<file path="config.mk">
export PLATFORM = sky130hd
export DESIGN_NAME = lrsc_reservation_ctrl
export DESIGN_NICKNAME = d
export VERILOG_FILES = /design/src/rtl/lrsc_reservation_ctrl.sv
export SDC_FILE = /design/constraint.sdc
export NUM_CORES = 2
export LEC_CHECK = 0
export ABC_AREA = 1
export BUFFER_PORTS_ARGS = -buffer_cell sky130_fd_sc_hd__buf_4
export CORE_ASPECT_RATIO = 1.25
export CORE_MARGIN = 10
export CORE_UTILIZATION = 40
export CTS_BUF_LIST = sky130_fd_sc_hd__clkbuf_4
export DETAILED_ROUTE_END_ITERATION = 12
export GPL_TIMING_DRIVEN = 1
export MAX_ROUTING_LAYER = met4
export SLEW_MARGIN = 20
export SYNTH_ARGS = -nofsm -noshare
export SYNTH_HDL_FRONTEND = slang
export SYNTH_SLANG_ARGS = --single-unit
</file>
<file path="constraint.sdc">
create_clock -name clk -period 62.9 [get_ports clk]
set_input_delay 12.58 -clock clk [delete_from_list [all_inputs] [get_ports clk]]
set_output_delay 12.58 -clock clk [all_outputs]
set_load 0.05 [all_outputs]
</file>
<file path="src/rtl/lrsc_reservation_ctrl.sv">
// rtl/lrsc_reservation_ctrl.sv - per-hart LR/SC reservation manager
//
// Holds one address reservation per hart for the barrel-threaded RV32 core.
// It decides whether a store-conditional succeeds and returns the SC result
// one cycle later. Reservations age out after TIMEOUT cycles.
//
// Ports:
//   clk          core clock
//   reset        asynchronous active-high reset
//   i_valid      instruction in this stage is valid
//   i_hart_id    hart owning the current instruction
//   i_lr         load-reserved
//   i_sc         store-conditional
//   i_store      ordinary store
//   i_addr       effective address
//   o_sc_mem_we  combinational; SC store permitted this cycle
//   o_sc_done    registered; SC result valid (one cycle after SC)
//   o_sc_fail    registered; SC rd bit 0 (1 = fail)
//   o_res_valid  registered per-hart reservation valid
module lrsc_reservation_ctrl #(
    parameter int NUM_HARTS   = 16,
    parameter int HART_ID_W   = 4,
    parameter int ADDR_W      = 32,
    parameter int GRANULE_LSB = 2,
    parameter int TIMEOUT     = 64
) (
    input  logic                 clk,
    input  logic                 reset,
    input  logic                 i_valid,
    input  logic [HART_ID_W-1:0] i_hart_id,
    input  logic                 i_lr,
    input  logic                 i_sc,
    input  logic                 i_store,
    input  logic [ADDR_W-1:0]    i_addr,
    output logic                 o_sc_mem_we,
    output logic                 o_sc_done,
    output logic                 o_sc_fail,
    output logic [NUM_HARTS-1:0] o_res_valid
);

    localparam int TAG_W = ADDR_W - GRANULE_LSB;
    localparam int TMR_W = (TIMEOUT > 0) ? $clog2(TIMEOUT + 1) : 1;

    logic [NUM_HARTS-1:0] r_valid;
    logic [TAG_W-1:0]     r_tag   [NUM_HARTS];
    logic [TMR_W-1:0]     r_timer [NUM_HARTS];
    logic                 r_sc_done;
    logic                 r_sc_fail;

    logic             w_accept;
    logic             w_op_sc;
    logic             w_op_lr;
    logic             w_op_st;
    logic [TAG_W-1:0] w_tag;
    logic             w_sc_success;
    logic             w_inval_en;

    assign w_accept = i_valid && (32'(i_hart_id) < NUM_HARTS);
    assign w_tag    = i_addr[ADDR_W-1:GRANULE_LSB];

    // Priority SC > LR > store when the decoder raises more than one
    assign w_op_sc = w_accept && i_sc;
    assign w_op_lr = w_accept && i_lr && !i_sc;
    assign w_op_st = w_accept && i_store && !i_sc && !i_lr;

    // Checked against registered state, before this cycle's updates
    always_comb begin
        w_sc_success = 1'b0;
        if (w_op_sc) begin
            w_sc_success = r_valid[i_hart_id] && (r_tag[i_hart_id] == w_tag);
        end
    end

    // Only stores that actually write memory kill other harts' reservations
    assign w_inval_en = w_op_st || w_sc_success;

    always_ff @(posedge clk or posedge reset) begin
        if (reset) begin
            r_valid   <= '0;
            r_sc_done <= 1'b0;
            r_sc_fail <= 1'b0;
            for (int g = 0; g < NUM_HARTS; g++) begin
                r_tag[g]   <= '0;
                r_timer[g] <= '0;
            end
        end else begin
            r_sc_done <= w_op_sc;
            r_sc_fail <= w_op_sc && !w_sc_success;
            for (int g = 0; g < NUM_HARTS; g++) begin
                // Ageing; later assignments in this loop body override it
                if (TIMEOUT > 0 && r_valid[g]) begin
                    r_timer[g] <= r_timer[g] - 1'b1;
                    if (r_timer[g] == TMR_W'(1)) begin
                        r_valid[g] <= 1'b0;
                    end
                end
                if (w_inval_en && (HART_ID_W'(g) != i_hart_id) && (r_tag[g] == w_tag)) begin
                    r_valid[g] <= 1'b0;
                end
                if (w_op_sc && (HART_ID_W'(g) == i_hart_id)) begin
                    r_valid[g] <= 1'b0;
                end
                // LR reload wins over a same-cycle expiry
                if (w_op_lr && (HART_ID_W'(g) == i_hart_id)) begin
                    r_valid[g] <= 1'b1;
                    r_tag[g]   <= w_tag;
                    r_timer[g] <= TMR_W'(TIMEOUT);
                end
            end
        end
    end

    assign o_sc_mem_we = w_sc_success;
    assign o_sc_done   = r_sc_done;
    assign o_sc_fail   = r_sc_fail;
    assign o_res_valid = r_valid;

endmodule

</file>
==> reports/qor.tcl <==
set qor(status) {complete, no violations}
set qor(crit_buf_inv) 6
set qor(synth_async_sr_flop_share_pct) 100
set qor(path_class) {in -> out}
set qor(first_global_vias) 29900
set qor(slowest_cell_on_the_critical_path) {sky130_fd_sc_hd__clkinv_2}
set qor(cts_buffers) 168
set qor(placement.cell_area_sq_um) 36300
set qor(count_of_state_elements_after_synthesis) 610
set qor(final.setup_skew_ps) 69.3
set qor(yosys.area.top_type_share_pct) 43.5
set qor(final_antenna_net_count) 0
set qor(drt-met1-wl_mm) 48.8
set qor(switching_share_pct) 35.7
set qor(final_hold_viol_count) 0
set qor(slowest_delay_ps) 750
set qor(die_h_microns) 351
set qor(finalCritPeriodShare_pct) 48.0
set qor(max_freq_ghz) 0.0331
set qor(cts_repair_resize_count) 0
set qor(p_switching_mw) 0.434
set qor(finish.instance_area_sq_um) 38400
set qor(grt_start_max_net_pins) 136
set qor(tritoncts) {yes}
set qor(synthDistinctLibCells) 31
set qor(synth_enable_flop_cells) 0
set qor(endpoint_kind) {output port}
set qor(die_area_sq_um) 100000
set qor(clk_pin_slew_ps) 60
set qor(drt_first_pass_iters) 8
set qor(cp_common_cell) {sky130_fd_sc_hd__nand2_1}
set qor(min-delay-path-class) {reg -> reg}
set qor(synth_top_cells_by_count) {sky130_fd_sc_hd__nand2_1, sky130_fd_sc_hd__dfrtp_1, sky130_fd_sc_hd__o21ai_0, sky130_fd_sc_hd__xor2_1, sky130_fd_sc_hd__inv_1}
set qor(post_cts.repair.setup_buffers) 0
set qor(starting_utilization_of_the_core_area_pct) 40.3
set qor(area_growth_pct) 9.46
set qor(clock-root-buffer) {sky130_fd_sc_hd__clkbuf_4}
set qor(hold_buffers) 0
set qor(cap_viol_max_count) 0
set qor(vdd_ir_drop_max_mv) 0.0152
set qor(synth.yosys.seq_area_share_pct) 43.5
set qor(syn-cell-area_sq_um) 35100
set qor(power.sequential.fraction_pct) 44.8
set qor(drc) 0
set qor(synth_most_common_cell) {sky130_fd_sc_hd__nand2_1}
set qor(synthesis.yosys.warnings) 0
set qor(finalSetupTns_ps) 0
set qor(post-synth-top-area-cell) {sky130_fd_sc_hd__dfrtp_1}
set qor(rows) 121
set qor(via_per_inst) 5.21
set qor(final_layout_size_suffix_gt1_share_pct) 8.54
set qor(portBuffers) 58
set qor(num-fill-cells) 9036
set qor(relSlewSlack_pct) 22.0
set qor(clock_sink_count) 610
set qor(cts_max_level) 4
set qor(clock_insertion_delay_worst_skew_ps) 1100
set qor(regToRegSetupSlack_ps) 59140
set qor(layout.core_utilization_pct) 44.2
set qor(setup.worst_path.start_class) {primary input}
set qor(postSynthCellCount) 4795
set qor(cts_max_path_buffers) 3
set qor(synthesis.area_per_instance_sq_um) 7.32
set qor(number_of_setup_violations_in_the_final_report) 0
set qor(maxUsedRoutingLayer) {met4}
set qor(met3_wl_post_dr_mm) 7.82
set qor(mappedNetlistNets) 4869
set qor(vias) 31700
set qor(critical_path_peak_fanout) 41
set qor(io-pin-count) 61
set qor(postRouteWirelength_mm) 119
set qor(gpl.final_weighted_congestion) 0.938
set qor(cpLargestDelayFamily) {simple AND/OR/NAND/NOR gates}
set qor(met2_length_mm) 56.3
set qor(detailedRoute.firstIterationViolations) 2865
set qor(cp_data_required_time_ps) 50320
set qor(timing.final.crit_period_ps) 30220
set qor(ys_top_cells_by_area) {sky130_fd_sc_hd__dfrtp_1, sky130_fd_sc_hd__nand2_1, sky130_fd_sc_hd__o21ai_0, sky130_fd_sc_hd__xor2_1, sky130_fd_sc_hd__inv_1}
set qor(cp.arrival_ps) 17640
set qor(power.density_nw_per_um2) 31.6
set qor(core_area_sq_um) 87100
set qor(wl_per_cell_microns) 19.6
set qor(grt_usage_pct) 24.3
set qor(cellInternalPower_mw) 0.780
set qor(grt.overflow.total) 0
set qor(hpwl_after_dpl_mm) 78.0
set qor(combinational_group_share_of_total_power_pct) 24.5
set qor(slew_viol_final) 0
set qor(synthFlopType) {sky130_fd_sc_hd__dfrtp_1}
set qor(grt_antenna_before_repair) 3
set qor(grt_pass1_wl_mm) 181
set qor(worstPathCellList) {buf_4, clkinv_2, nand2_1, inv_1, buf_4, nand2_1, nand3_1, nand2_1, nand2_1, nor2_1, nor2_1, nor2_1, nand2_1, nor2_1, nand2_1, nor2_1, nand3_1, inv_1, buf_4}
set qor(die_w_microns) 285
set qor(pwr-share-clk_pct) 30.7
set qor(timing_worst_slew_pin_value_ps) 1160
set qor(nets) 4858
set qor(cellLeakagePower_nw) 19.1
set qor(unrepaired_setup_endpoints_after_global_routing) {false}
worst register-to-register path: cells and delay by family, from the launching register on:
family        cells  cell delay [ps]
buf+inv           1               90
flops             1              390
simple gates     17             3110
layout by cell type (no fill, tap or decap), types with 4 or more instances in the layout:
cell type,count
sky130_fd_sc_hd__diode_2,9
sky130_fd_sc_hd__xor2_1,328
sky130_fd_sc_hd__o21ai_1,51
sky130_fd_sc_hd__ha_1,32
sky130_fd_sc_hd__xnor2_1,103
sky130_fd_sc_hd__or2_2,14
sky130_fd_sc_hd__nor3_1,57
sky130_fd_sc_hd__and3_1,15
sky130_fd_sc_hd__nor2_1,238
sky130_fd_sc_hd__dfrtp_1,610
sky130_fd_sc_hd__inv_2,17
sky130_fd_sc_hd__a31oi_1,16
sky130_fd_sc_hd__nor2_4,4
sky130_fd_sc_hd__clkinv_1,23
sky130_fd_sc_hd__nand4_1,51
sky130_fd_sc_hd__o21ai_0,590
sky130_fd_sc_hd__nand3_1,117
sky130_fd_sc_hd__nand2_1,1823
sky130_fd_sc_hd__inv_1,266
sky130_fd_sc_hd__buf_4,106
sky130_fd_sc_hd__clkbuf_4,262
sky130_fd_sc_hd__a21oi_1,73
sky130_fd_sc_hd__nor4_1,87
worst paths after layout:
| check | start | end | depth (start not counted) |
|---|---|---|---|
| max in group asynchronous | reset | r_tag[127] | 5 |
| hold reg to reg | r_tag[269] | r_tag[269] | 2 |
| min in group asynchronous | reset | r_tag[441] | 2 |
| setup reg to reg | r_tag[411] | o_res_valid[7] | 18 |
| setup / recovery | i_hart_id[1] | o_sc_mem_we | 19 |
| hold / removal | r_tag[269] | r_tag[269] | 2 |
registers in the layout, summed over array words and instances (netlist names):
signal,flops
r_tag,480
r_timer,112
o_res_valid,16
o_sc_done,1
o_sc_fail,1
through the flow:
step | power, mW | setup slack [ps] | instances | hold WS (ps)
4_1_cts | 1.22 | 32950 | 6073 | 527
3_3_place_gp | 0.838 | 32930 | 5782 | 503
2_1_floorplan | 0.762 | 33240 | 4795 | 486
6_report | 1.21 | 32680 | 6082 | 526
5_1_grt | 1.30 | 32610 | 6078 | 549
3_5_place_dp | 0.846 | 32950 | 5782 | 512
final cells by class:
cell class,count,area (sq um),area share [%]
clock inverters,29,170,0.443
inverters,286,1090,2.83
diodes,9,22.5,0.0586
flip-flops and latches,610,15300,39.7
repair buffers,109,842,2.19
well taps,1168,1460,3.80
clock buffers,262,1970,5.12
multi-input cells,3609,17600,45.8
cells by family after synthesis:
logic type | count (synthesis) | share of synthesized area [%]
AOI/OAI and AO/OA | 732 | 10.5
DFF | 610 | 43.5
and+or+nand+nor | 2414 | 27.7
buffers and inverters | 576 | 6.44
adders and majority gates | 32 | 1.14
xor gates and xnor gates | 431 | 10.8
power by group through the flow:
stage	sequential [mW]	combinational (mW)	clock [mW]
3_5_place_dp	0.549	0.297	0
3_3_place_gp	0.547	0.291	0
2_1_floorplan	0.544	0.218	0
4_1_cts	0.543	0.298	0.382
6_report	0.544	0.297	0.373
5_1_grt	0.555	0.342	0.403
routing by layer:
metal	track usage, %	vias up
li1	-	15300
met1	28.9	15100
met2	39.3	1020
met3	4.20	291
met4	12.9	0
met5	-	-
Power figures use the tool's default switching activity.
